## src/rtl/scale_pkg.sv

```systemverilog
// Shared types and defaults for the scaling sequence controller.
// Mode encodings, FSM state enum, default parameter values and mode decode helpers.
package scale_pkg;

  typedef enum logic [2:0] {
    ST_IDLE,
    ST_ROM_WAIT,
    ST_DS_RUN,
    ST_US_RUN,
    ST_HOLD,
    ST_ERR
  } state_t;

  localparam logic [1:0] MODE_DS   = 2'b01;
  localparam logic [1:0] MODE_US   = 2'b10;
  localparam logic [1:0] MODE_DSUS = 2'b11;

  localparam int HOLD_CYCLES_DEF = 33333300;
  localparam int HOLD_W_DEF      = 26;
  localparam int WDOG_CYCLES_DEF = 1048576;
  localparam int WDOG_W_DEF      = 21;
  localparam int FCNT_W_DEF      = 8;

  function automatic logic has_ds(input logic [1:0] mode);
    return mode[0];
  endfunction

  function automatic logic has_us(input logic [1:0] mode);
    return mode[1];
  endfunction

endpackage

```

## src/rtl/scale_seq_ctrl_seq_timer.sv

```systemverilog
// seq_timer: loadable down-counter that stops at zero and flags it (tc).
// Shared by the HOLD interval and the per-stage watchdog.
module seq_timer #(
  parameter int W = 8
) (
  input  logic         clk,
  input  logic         rst,
  input  logic         load,
  input  logic         en,
  input  logic [W-1:0] load_val,
  output logic         tc
);

  logic [W-1:0] count;

  always_ff @(posedge clk) begin
    if (rst) begin
      count <= '0;
    end else if (load) begin
      count <= load_val;
    end else if (en && (count != '0)) begin
      count <= count - 1'b1;
    end
  end

  assign tc = (count == '0);

endmodule

```

## src/rtl/scale_seq_ctrl.sv

```systemverilog
// Scaling sequence controller: ROM wait, downsample, upsample, hold, with abort.
// Optional per-stage watchdog and ERR state enabled by defining SCALE_SEQ_WDOG_EN.
module scale_seq_ctrl
  import scale_pkg::*;
#(
  parameter int HOLD_CYCLES = HOLD_CYCLES_DEF,
  parameter int HOLD_W      = HOLD_W_DEF,
  parameter int WDOG_CYCLES = WDOG_CYCLES_DEF,
  parameter int WDOG_W      = WDOG_W_DEF,
  parameter int FCNT_W      = FCNT_W_DEF
) (
  input  logic              clk,
  input  logic              rst,
  input  logic              start_i,
  input  logic [1:0]        mode_i,
  input  logic              abort_i,
  input  logic              rom_rd_valid_i,
  input  logic              ds_done_i,
  input  logic              us_done_i,
  output logic              run_o,
  output logic              ds_run_o,
  output logic              us_run_o,
  output logic              rom_rd_done_o,
  output logic              done_o,
  output logic              done_led_o,
  output logic              mode_err_o,
  output logic              err_o,
  output logic [FCNT_W-1:0] frame_cnt_o
);

  state_t     state, state_nxt;
  logic [1:0] mode_q;
  logic       mode_ld, mode_err_nxt, rom_done_nxt, done_nxt;
  logic       hold_tc, wdog_exp;

  seq_timer #(.W(HOLD_W)) u_hold (
    .clk      (clk),
    .rst      (rst),
    .load     ((state_nxt == ST_HOLD) && (state != ST_HOLD)),
    .en       (state == ST_HOLD),
    .load_val (HOLD_W'(HOLD_CYCLES - 1)),
    .tc       (hold_tc)
  );

`ifdef SCALE_SEQ_WDOG_EN
  logic wdog_tc, wdog_en;

  // Re-arms on every state change so each stage gets a fresh budget.
  assign wdog_en = (state == ST_ROM_WAIT) || (state == ST_DS_RUN) || (state == ST_US_RUN);

  seq_timer #(.W(WDOG_W)) u_wdog (
    .clk      (clk),
    .rst      (rst),
    .load     (state_nxt != state),
    .en       (wdog_en),
    .load_val (WDOG_W'(WDOG_CYCLES - 1)),
    .tc       (wdog_tc)
  );

  assign wdog_exp = wdog_en && wdog_tc;
  assign err_o    = (state == ST_ERR);
`else
  assign wdog_exp = 1'b0;
  assign err_o    = 1'b0;
`endif

  // Abort beats any completion; a completion beats a simultaneous timeout.
  always_comb begin
    state_nxt    = state;
    mode_ld      = 1'b0;
    mode_err_nxt = 1'b0;
    rom_done_nxt = 1'b0;
    done_nxt     = 1'b0;
    case (state)
      ST_IDLE: begin
        if (start_i) begin
          if (mode_i == 2'b00) begin
            mode_err_nxt = 1'b1;
          end else begin
            state_nxt = ST_ROM_WAIT;
            mode_ld   = 1'b1;
          end
        end
      end
      ST_ROM_WAIT: begin
        if (abort_i)             state_nxt = ST_IDLE;
        else if (rom_rd_valid_i) state_nxt = has_ds(mode_q) ? ST_DS_RUN : ST_US_RUN;
        else if (wdog_exp)       state_nxt = ST_ERR;
      end
      ST_DS_RUN: begin
        if (abort_i) begin
          state_nxt = ST_IDLE;
        end else if (ds_done_i) begin
          rom_done_nxt = 1'b1;
          state_nxt    = has_us(mode_q) ? ST_US_RUN : ST_HOLD;
        end else if (wdog_exp) begin
          state_nxt = ST_ERR;
        end
      end
      ST_US_RUN: begin
        if (abort_i) begin
          state_nxt = ST_IDLE;
        end else if (us_done_i) begin
          rom_done_nxt = !has_ds(mode_q);
          state_nxt    = ST_HOLD;
        end else if (wdog_exp) begin
          state_nxt = ST_ERR;
        end
      end
      ST_HOLD: begin
        if (abort_i) begin
          state_nxt = ST_IDLE;
        end else if (hold_tc) begin
          done_nxt  = 1'b1;
          state_nxt = ST_IDLE;
        end
      end
      ST_ERR: begin
        if (abort_i) state_nxt = ST_IDLE;
      end
      default: state_nxt = ST_IDLE;
    endcase
  end

  always_ff @(posedge clk) begin
    if (rst) begin
      state         <= ST_IDLE;
      mode_err_o    <= 1'b0;
      rom_rd_done_o <= 1'b0;
      done_o        <= 1'b0;
      done_led_o    <= 1'b0;
      frame_cnt_o   <= '0;
    end else begin
      state         <= state_nxt;
      mode_err_o    <= mode_err_nxt;
      rom_rd_done_o <= rom_done_nxt;
      done_o        <= done_nxt;
      if (mode_ld)       done_led_o <= 1'b0;
      else if (done_nxt) done_led_o <= 1'b1;
      if (done_nxt)      frame_cnt_o <= frame_cnt_o + 1'b1;
    end
  end

  always_ff @(posedge clk) begin
    if (mode_ld) mode_q <= mode_i;
  end

  assign run_o    = (state != ST_IDLE) && (state != ST_ERR);
  assign ds_run_o = (state == ST_DS_RUN);
  assign us_run_o = (state == ST_US_RUN);

endmodule

```

## config.mk

```make
export PLATFORM = sky130hd
export DESIGN_NAME = scale_seq_ctrl
export DESIGN_NICKNAME = d
export VERILOG_FILES = /design/src/rtl/scale_pkg.sv /design/src/rtl/scale_seq_ctrl_seq_timer.sv /design/src/rtl/scale_seq_ctrl.sv
export SDC_FILE = /design/constraint.sdc
export NUM_CORES = 1
export LEC_CHECK = 0
export ABC_CLOCK_PERIOD_IN_PS = 3200
export CORE_MARGIN = 5
export CORE_UTILIZATION = 58
export CTS_BUF_LIST = sky130_fd_sc_hd__clkbuf_4
export DETAILED_ROUTE_END_ITERATION = 12
export PLACE_DENSITY = 0.86
export SYNTH_ARGS = -nofsm -noshare
export SYNTH_HDL_FRONTEND = slang
export SYNTH_SLANG_ARGS = --single-unit
```

## constraint.sdc

```tcl
create_clock -name clk -period 3.2 [get_ports clk]
set_clock_uncertainty 0.1 [all_clocks]
set_input_delay 0.32 -clock clk [delete_from_list [all_inputs] [get_ports clk]]
set_output_delay 0.32 -clock clk [all_outputs]
set_load 0.05 [all_outputs]
```

Word level (Yosys, flattened, before mapping) --
Index checks and enable logic that the tools add are counted.
Storage, ports and cells: flip-flop bits (word level) 43, input port bits 9, output and inout bits 16, logic and storage cells 62
Operators by class: $add $sub $neg 2, equal/unequal tests 8, muxes and demuxes 28, bitwise logic cells 2, reduce and logical (&&, ||, !) cells 13
Operators by type and width (number):
- $mux W25 | 2
- $mux W3 | 12
- $logic_not A26 Y1 | 1
- $reduce_bool A26 Y1 | 1
- $sub A26 B1 Y26 const B | 1
- $pmux W3 S6 | 1
- $mux W1 | 12
- $eq A3 B3 Y1 const B | 3
- $add A8 B1 Y8 const B | 1
- $eq A3 B2 Y1 const B | 2
- $ne A3 B3 Y1 const B | 2
- $reduce_or A2 Y1 | 2
- $eq A3 B1 Y1 const B | 1
- $logic_and A1 B1 Y1 | 3
- $logic_not A3 Y1 | 1
- $reduce_bool A3 Y1 | 1
- $reduce_or A3 Y1 | 1
- $logic_not A2 Y1 | 1
- $not A1 Y1 | 2
- $pmux W1 S2 | 1
- $reduce_bool A2 Y1 | 1
- $logic_not A1 Y1 | 1

Depth between registers and ports, before layout --
Gate-level depths: netlist of the first run.
word-level depth 7, mapped depth 9, gate-level depth less buffers 7

Cells and area by module --
Synthesis of the first run repeated with hierarchy kept, for this count alone.
Second synthesis, totals: cells, all modules 302, area, all modules 2547.4 um2
Modules (own cells, without submodules):
- seq_timer | instances 1, cells an instance 201, area each 1654.1 um2, sequential area each 520.5 um2
- scale_seq_ctrl | instances 1, cells an instance 101, area each 893.4 um2, sequential area each 360.3 um2

Least setup slack after synthesis of the first run --
OpenSTA, ideal clock, no wires.
path type register to register, start point register u_hold.count[3], end point register u_hold.count[22], library setup time 0.074 ns, arrival time 2.335 ns, data required time 3.026 ns, setup slack 0.691 ns, stages on the path, launching flop included 9, buffers on the path 3, period minus slack after synthesis 2.509 ns, cells stage by stage dfxtp_1 buf_6 or3_1 buf_6 or4_4 buf_6 or3_1 or3_1 a31oi_1
Between the ends: word-level cells in the longest chain between the ends 7, elaborated cells on any way between the ends 12, those cells by class 1 x add/sub; 1 x eq/ne; 5 x mux; 5 x reduce/logical
Ends and longest elaborated chain:
- start, declared | RTL line scale_seq_ctrl_seq_timer.sv:14 | logic [W-1:0] count;
- start signal, assigned | RTL line scale_seq_ctrl_seq_timer.sv:20 | count <= load_val;
- start signal, assigned | RTL line scale_seq_ctrl_seq_timer.sv:22 | count <= count - 1'b1;
- $logic_not A26 Y1 | RTL line scale_seq_ctrl_seq_timer.sv:26 | assign tc = (count == '0);
- $mux W3 | RTL line scale_seq_ctrl.sv:113 | end else if (hold_tc) begin
- $mux W3 | RTL line scale_seq_ctrl.sv:111 | if (abort_i) begin
- $pmux W3 S6 | RTL line scale_seq_ctrl.sv:74 | case (state)
- $eq A3 B3 Y1 | RTL line scale_seq_ctrl.sv:39 | .load ((state_nxt == ST_HOLD) && (state != ST_HOLD)),
- $logic_and A1 B1 Y1 | RTL line scale_seq_ctrl.sv:39
- $mux W25 / $reduce_bool A2 Y1 (equally long branches)
Several ways; a longest one is shown, not always the timed one. The select of a mux whose other input is x is not followed. A chain may end at the register's enable or synchronous reset.

Worst setup path in the final report of the first run --
start point register u_hold.count[11], end point register u_hold.count[22]
Same word-level chain as after synthesis.

==> impl_metrics.yaml, run 1 <==
power:
  p_int_uw: 823
  power_frac_clock: 0.410
  p_leak_uw: 0.000906
  switching_power_uw: 222
  p_seq_frac: 0.526
  power_density_mw_per_mm2: 406
  vdd_ir_drop_max_mv: 0.244
  p_sw_frac: 0.212
  pwr-share-comb: 0.064
yosys:
  yosys_warnings: 0
  yosys.area_share.simple: 0.281
  synth_nets: 263
  synth_top_family_by_area: "simple AND/OR/NAND/NOR gates"
  syn_inst: 251
  muxShareOfSynthArea: 0.0141
  synth-edff-count: 2
  synth_compound_area_frac: 0.182
  synthArstFlopShare: 0
  synthTopCellsByArea: "dfxtp_1, a21oi_1, or4_1"
  synth.distinct_cells: 54
  synth_top_area_frac: 0.371
  ys.flop_type: "dfxtp_1"
  yosysSeqAreaShare: 0.398
  netlist_area_mm2: 0.00221
  synth_seq_cells: 43
  synth_adder_area_share: 0.0169
  syn_area_per_cell_um2: 8.82
  synth_top_area_cell: "dfxtp_1"
  synthXorXnorAreaFrac: 0.0554
clock_network:
  clk_path_buf_depth: 2
  cts_resized: 0
  numCtsBuffers: 5
  cts_sinks: 43
  htreeDepth: 2
  clkTransAtPathRegs_ns: 0.13
  cts_tree: "done"
  postCtsHoldBufs: 0
  post-cts-setup-buffers: 0
  clock_latency_ns: 0.36
  clockRootBuffer: "clkbuf_4"
setup_path:
  ff2ff_path_depth: 5
  timing.critical_path.to_type: "register"
  setup.worst_path.start_class: "register"
  crit_buf_inv: 0
  regToRegEndpoint: "u_hold.count[22]$_SDFFE_PP0P_"
  max_stage_delay_ns: 0.67
  cp_data_required_time_ns: 3.38
  cp_slowest_cell: "or4_1"
  crit_fanout: 9
  crit_path_cell_trace: "or4_1, or4_4, or3_1, or3_1, a31oi_1"
  path_class: "reg -> reg"
  r2r_setup_slack_ns: 0.59
  worstReg2RegStart: "u_hold.count[11]$_SDFFE_PP0P_"
  crit_arrival_ns: 2.79
  crit_family: "simple AND/OR/NAND/NOR gates"
  crit_top_cell: "or3_1"
global_routing:
  grt_pass1_vias: 1848
  grt_max_degree: 28
  antenna_found_initial: 0
  grt_pass1_wl_um: 8370
  grt.overflow.total: 0
  grt_usage: 0.202
worst_hold_path:
  worst_hold_path_type: "reg -> reg"
  hp-start: "done_led_o$_SDFFE_PP0P_"
  min_to: "done_led_o$_SDFFE_PP0P_"
  holdPathStages: 2
final_layout:
  fin_util: 0.697
  final_common_cell: "dfxtp_1"
  finish.instance_area_mm2: 0.00257
  nets: 284
  num_antenna_cells: 0
  area_growth_pct: 16.0
  drive_above_1_share: 0.0879
  final_cells: 321
  layout_common_cells: "dfxtp_1, clkdlybuf4s50_1, a21oi_1, nor2_1, or3_1"
timing:
  final_hold_viol_count: 0
  min_period_ns: 2.61
  setup_viol_count_final: 0
  tightest_slew_ns: 0.728
  setup_tns_ns: 0
  slew_violations: 0
  max_freq_mhz: 383
  period_share: 0.817
  holdWs_ns: 0.384
  maxSlewHeadroom: 0.513
  rsz0062_at_grt: "false"
floorplan:
  initial_core_util: 0.600
  core_mm2: 0.00369
  die-area_mm2: 0.00515
  io_pins: 25
  dieHeight_um: 71.8
  die_w_um: 71.8
  core.rowCount: 22
route:
  drc: 0
  wl_per_cell_um: 15.4
  dr_total_vias: 2021
  dr.first_iter.drc_count: 173
  ant_nets: 0
  via_per_inst: 6.30
  wl_um: 4940
  dr.pass1.iters: 4
place:
  io_buffers: 23
  finalWeightedCongestion: 0.904
  detailed_place_hpwl_um: 3510
  placed_cells: 313
  dpl_cell_area_mm2: 0.00246
run:
  drv_cap: 0
status:
  status: "completed"
worst register-to-register path: cells and delay by family, from the launching register on:
family	cells	cell delay, ns
AND/OR/NAND/NOR	4	1.90
flip-flops	1	0.37
AO/OA/AOI/OAI	1	0.17
area by class of cell:
class                      instances  area, um^2
fill                             299        1120
inverter                           7        26.3
tap                               48        60.1
multi-input combinational        186        1220
sequential                        43         881
timing repair buffer              29         275
clock inverter                     2        60.1
clock buffer                       6        45.0
cell usage after synthesis (all sizes together) (2+ instances only):
cell type	instances
nor2b	2
edfxtp	2
nand4	6
clkbuf	7
a211o	2
mux2i	2
buf	8
o41ai	2
or3b	2
o21ai	7
ha	3
and2	4
or3	13
o211ai	2
xnor2	9
or4	13
xor2	5
dfxtp	41
nor3	8
nor4	13
nand2b	2
o31ai	10
or4b	2
a31oi	7
a21oi	21
nand3	5
nand2	11
nor2	16
inv	7
layer usage:
layer | track usage | vias up | share of wire
met5 | 0 | - | 0
met1 | 0.259 | 949 | 0.43
met4 | 0.0522 | 0 | 0.015
met2 | 0.341 | 62 | 0.49
met3 | 0.0477 | 10 | 0.067
li1 | - | 1000 | -
how the worst max path moves through the flow:
stage | from | endpoint | cells past startpoint | slack (ns)
floorplan | u_hold.count[3]$_SDFFE_PP0P_ | u_hold.count[22]$_SDFFE_PP0P_ | 8 | 0.69
global placement | ds_done_i | u_hold.count[7]$_SDFFE_PP0P_ | 6 | 0.44
global route | state[2]$_SDFF_PP0_ | u_hold.count[23]$_SDFFE_PP0P_ | 5 | 0.48
detailed placement | ds_done_i | u_hold.count[7]$_SDFFE_PP0P_ | 6 | 0.40
CTS | u_hold.count[11]$_SDFFE_PP0P_ | u_hold.count[22]$_SDFFE_PP0P_ | 5 | 0.57
finish | u_hold.count[11]$_SDFFE_PP0P_ | u_hold.count[22]$_SDFFE_PP0P_ | 5 | 0.59
flip-flops by register name, summed over array words and instances, names as in the netlist:
signal,cells
u_hold.count,26
state,3
rom_rd_done_o,1
mode_q,2
done_led_o,1
mode_err_o,1
done_o,1
frame_cnt_o,8
stage by stage:
| step | worst slack (ns) | total power, uW |
|---|---|---|
| after floorplan | 0.691 | 602 |
| after global placement | 0.436 | 626 |
| after detailed placement | 0.397 | 627 |
| after CTS | 0.568 | 1050 |
| after global routing | 0.482 | 1080 |
| final | 0.587 | 1040 |
power groups by stage:
stage / logic (uW) / registers (uW) / clock network, uW
finish: 66.8 / 549 / 429
global route: 72.4 / 550 / 460
CTS: 66.4 / 549 / 435
detailed placement: 66.0 / 561 / 0
global placement: 64.9 / 561 / 0
floorplan: 42.9 / 559 / 0
kinds of logic (layout without fill, tap and decap cells):
family | Yosys count | in the layout
compound gates | 62 | 62
xor+xnor | 14 | 14
fa+ha+maj | 3 | 3
buf+inv | 22 | 44
flops | 43 | 43
mux | 3 | 3
other cells | 1 | 1
simple gates | 103 | 103
Note: power is estimated with default switching activity, not from simulation.
==> run 2, diff against run 1 <==
--- a/config.mk
+++ b/config.mk
@@ -5,7 +5,7 @@
 export SDC_FILE = /design/constraint.sdc
 export NUM_CORES = 1
 export LEC_CHECK = 0
-export ABC_CLOCK_PERIOD_IN_PS = 3200
+export ABC_CLOCK_PERIOD_IN_PS = 2580
 export CORE_MARGIN = 5
 export CORE_UTILIZATION = 58
 export CTS_BUF_LIST = sky130_fd_sc_hd__clkbuf_4
==> constraint.sdc (replaced) <==
create_clock -name clk -period 2.58 [get_ports clk]
set_clock_uncertainty 0.1 [all_clocks]
set_input_delay 0.258 -clock clk [delete_from_list [all_inputs] [get_ports clk]]
set_output_delay 0.258 -clock clk [all_outputs]
set_load 0.05 [all_outputs]
==> run 2 against run 1 <==
Effect of this change:
- critical path depth did not move
- setup slack lost 0.47 ns
- via count rose by 3.3%
- critical endpoint is now frame_cnt_o[3]$_SDFFE_PP0P_
==> impl_metrics.yaml, run 2 (synthesis results as in run 1) <==
route:
  dr.first_iter.drc_count: 108
  wl_per_cell_um: 15.5
  ant_nets: 0
  top_layer_used: "met4"
  drc: 0
  met3WireLength_um: 407
  via_per_inst: 6.19
  dr.pass1.iters: 4
  dr_total_vias: 2087
  wl_met2_um: 2540
  wl_um: 5220
  wl_met1_um: 2150
setup_path:
  crit_end: "frame_cnt_o[3]$_SDFFE_PP0P_"
  max_stage_delay_ns: 0.60
  worstReg2RegStart: "u_hold.count[16]$_SDFFE_PP0P_"
  crit_top_cell: "or4_1"
  timing.critical_path.to_type: "register"
  r2r_setup_slack_ns: 0.12
  path_class: "reg -> reg"
  ff2ff_path_depth: 5
  cp_data_required_time_ns: 2.77
  setup.worst_path.start_class: "register"
  cp_slowest_cell: "or4_1"
  crit_path_cell_trace: "or4_1, nor4_1, nand3_2, or4_1, a21oi_1"
  crit_fanout: 10
  regToRegEndpoint: "frame_cnt_o[3]$_SDFFE_PP0P_"
  crit_arrival_ns: 2.66
  crit_start: "u_hold.count[16]$_SDFFE_PP0P_"
floorplan:
  dieHeight_um: 71.8
  die-area_mm2: 0.00515
  die_w_um: 71.8
  initial_core_util: 0.600
  core.rowCount: 22
  core_mm2: 0.00369
  io_pins: 25
global_routing:
  antenna_found_initial: 0
  grt_pass1_vias: 1984
  grt.overflow.total: 0
  grt_max_degree: 15
  grt_pass1_wl_um: 9050
  grt_usage: 0.220
final_layout:
  num_antenna_cells: 0
  final_common_cell: "dfxtp_1"
  largest_register_ff_count: 26
  nets: 300
  reg_top3: "u_hold.count: 26 flops, frame_cnt_o: 8 flops, state: 3 flops"
  seq_area_um2: 881
  area_growth_pct: 20.6
  layout_common_cells: "dfxtp_1, clkdlybuf4s50_1, buf_4, a21oi_1, nor2_1"
  multi_input_area_mm2: 0.00123
  nFillCells: 294
  finish.instance_area_mm2: 0.00267
  drive_above_1_share: 0.142
  largest_register: "u_hold.count"
clock_network:
  clkTransAtPathRegs_ns: 0.13
  post-cts-setup-buffers: 0
  clock_latency_ns: 0.36
  clockRootBuffer: "clkbuf_4"
  htreeDepth: 2
  clk_path_buf_depth: 2
  cts_tree: "done"
  numCtsBuffers: 5
  cts_sinks: 43
power:
  p_sw_frac: 0.228
  p_int_uw: 915
  power_frac_clock: 0.347
  vdd_ir_drop_max_mv: 0.314
  power_density_mw_per_mm2: 443
  p_leak_uw: 0.000975
  switching_power_uw: 269
  pwr-share-comb: 0.082
  p_seq_frac: 0.572
timing:
  setup_tns_ns: 0
  rsz0062_at_grt: "false"
  max_freq_mhz: 406
  setup_viol_count_final: 0
  maxSlewHeadroom: 0.610
  period_share: 0.955
  min_period_ns: 2.46
  final_hold_viol_count: 0
  slew_violations: 0
  tightest_slew_ns: 0.580
place:
  io_buffers: 23
  dpl_cell_area_mm2: 0.00258
  finalWeightedCongestion: 0.928
  detailed_place_hpwl_um: 3930
run:
  drv_cap: 0
worst_hold_path:
  worst_hold_path_type: "reg -> reg"
status:
  status: "completed"
==> run 2: layout make-up <==
class | count | area share
Timing Repair Buffer | 45 | 0.148
Tap cell | 48 | 0.0225
Clock inverter | 3 | 0.0145
Clock buffer | 5 | 0.0141
Multi-Input combinational cell | 186 | 0.461
Inverter | 7 | 0.00984
Sequential cell | 43 | 0.330
==> run 2: critical path, delay by kind of cell (launching register included) <==
family | cells | cell delay (ns)
AO/OA/AOI/OAI | 1 | 0.18
flip-flops | 1 | 0.38
AND/OR/NAND/NOR | 4 | 1.75
==> run 2: layer usage <==
layer | vias up | track usage
met1 | 961 | 0.267
met4 | 0 | 0.102
li1 | 1030 | -
met3 | 13 | 0.0477
met2 | 83 | 0.367
met5 | - | 0
==> run 2: power by group through the flow <==
stage | Clock (uW) | Sequential, uW | Combinational (uW)
after CTS | 419 | 677 | 95.5
final | 410 | 677 | 96.6
after floorplan | 0 | 693 | 53.3
after detailed placement | 0 | 692 | 95.0
after global placement | 0 | 692 | 92.8
after global routing | 461 | 678 | 106
==> run 2: worst min-delay path by stage <==
stage	cells past startpoint	slack, ns	to	startpoint
finish	2	0.38	done_led_o$_SDFFE_PP0P_	done_led_o$_SDFFE_PP0P_
global route	2	0.39	mode_err_o$_SDFF_PP0_	mode_i[1]
CTS	2	0.39	done_led_o$_SDFFE_PP0P_	done_led_o$_SDFFE_PP0P_
detailed placement	2	0.37	done_led_o$_SDFFE_PP0P_	done_led_o$_SDFFE_PP0P_
global placement	2	0.34	done_led_o$_SDFFE_PP0P_	done_led_o$_SDFFE_PP0P_
floorplan	1	0.23	mode_err_o$_SDFF_PP0_	mode_i[1]
==> run 2: what timing repair did <==
| item | 4_1_cts | 5_1_grt |
|---|---|---|
| setup endpoints to repair | 0 | 6 |
| resized for setup | 0 | 2 |
| endpoints found under the hold margin | 0 | 0 |
| hold buffers | 0 | 0 |
==> run 2: per-stage QoR <==
step | setup WS (ns) | instances | total power (uW) | util | hold WS (ns)
final | 0.116 | 337 | 1180 | 0.724 | 0.381
after detailed placement | 0.0913 | 329 | 787 | 0.701 | 0.368
after floorplan | 0.0711 | 251 | 747 | - | 0.234
after CTS | 0.0859 | 337 | 1190 | 0.722 | 0.386
after global routing | 0.00463 | 337 | 1250 | 0.724 | 0.387
after global placement | 0.140 | 329 | 785 | 0.701 | 0.343
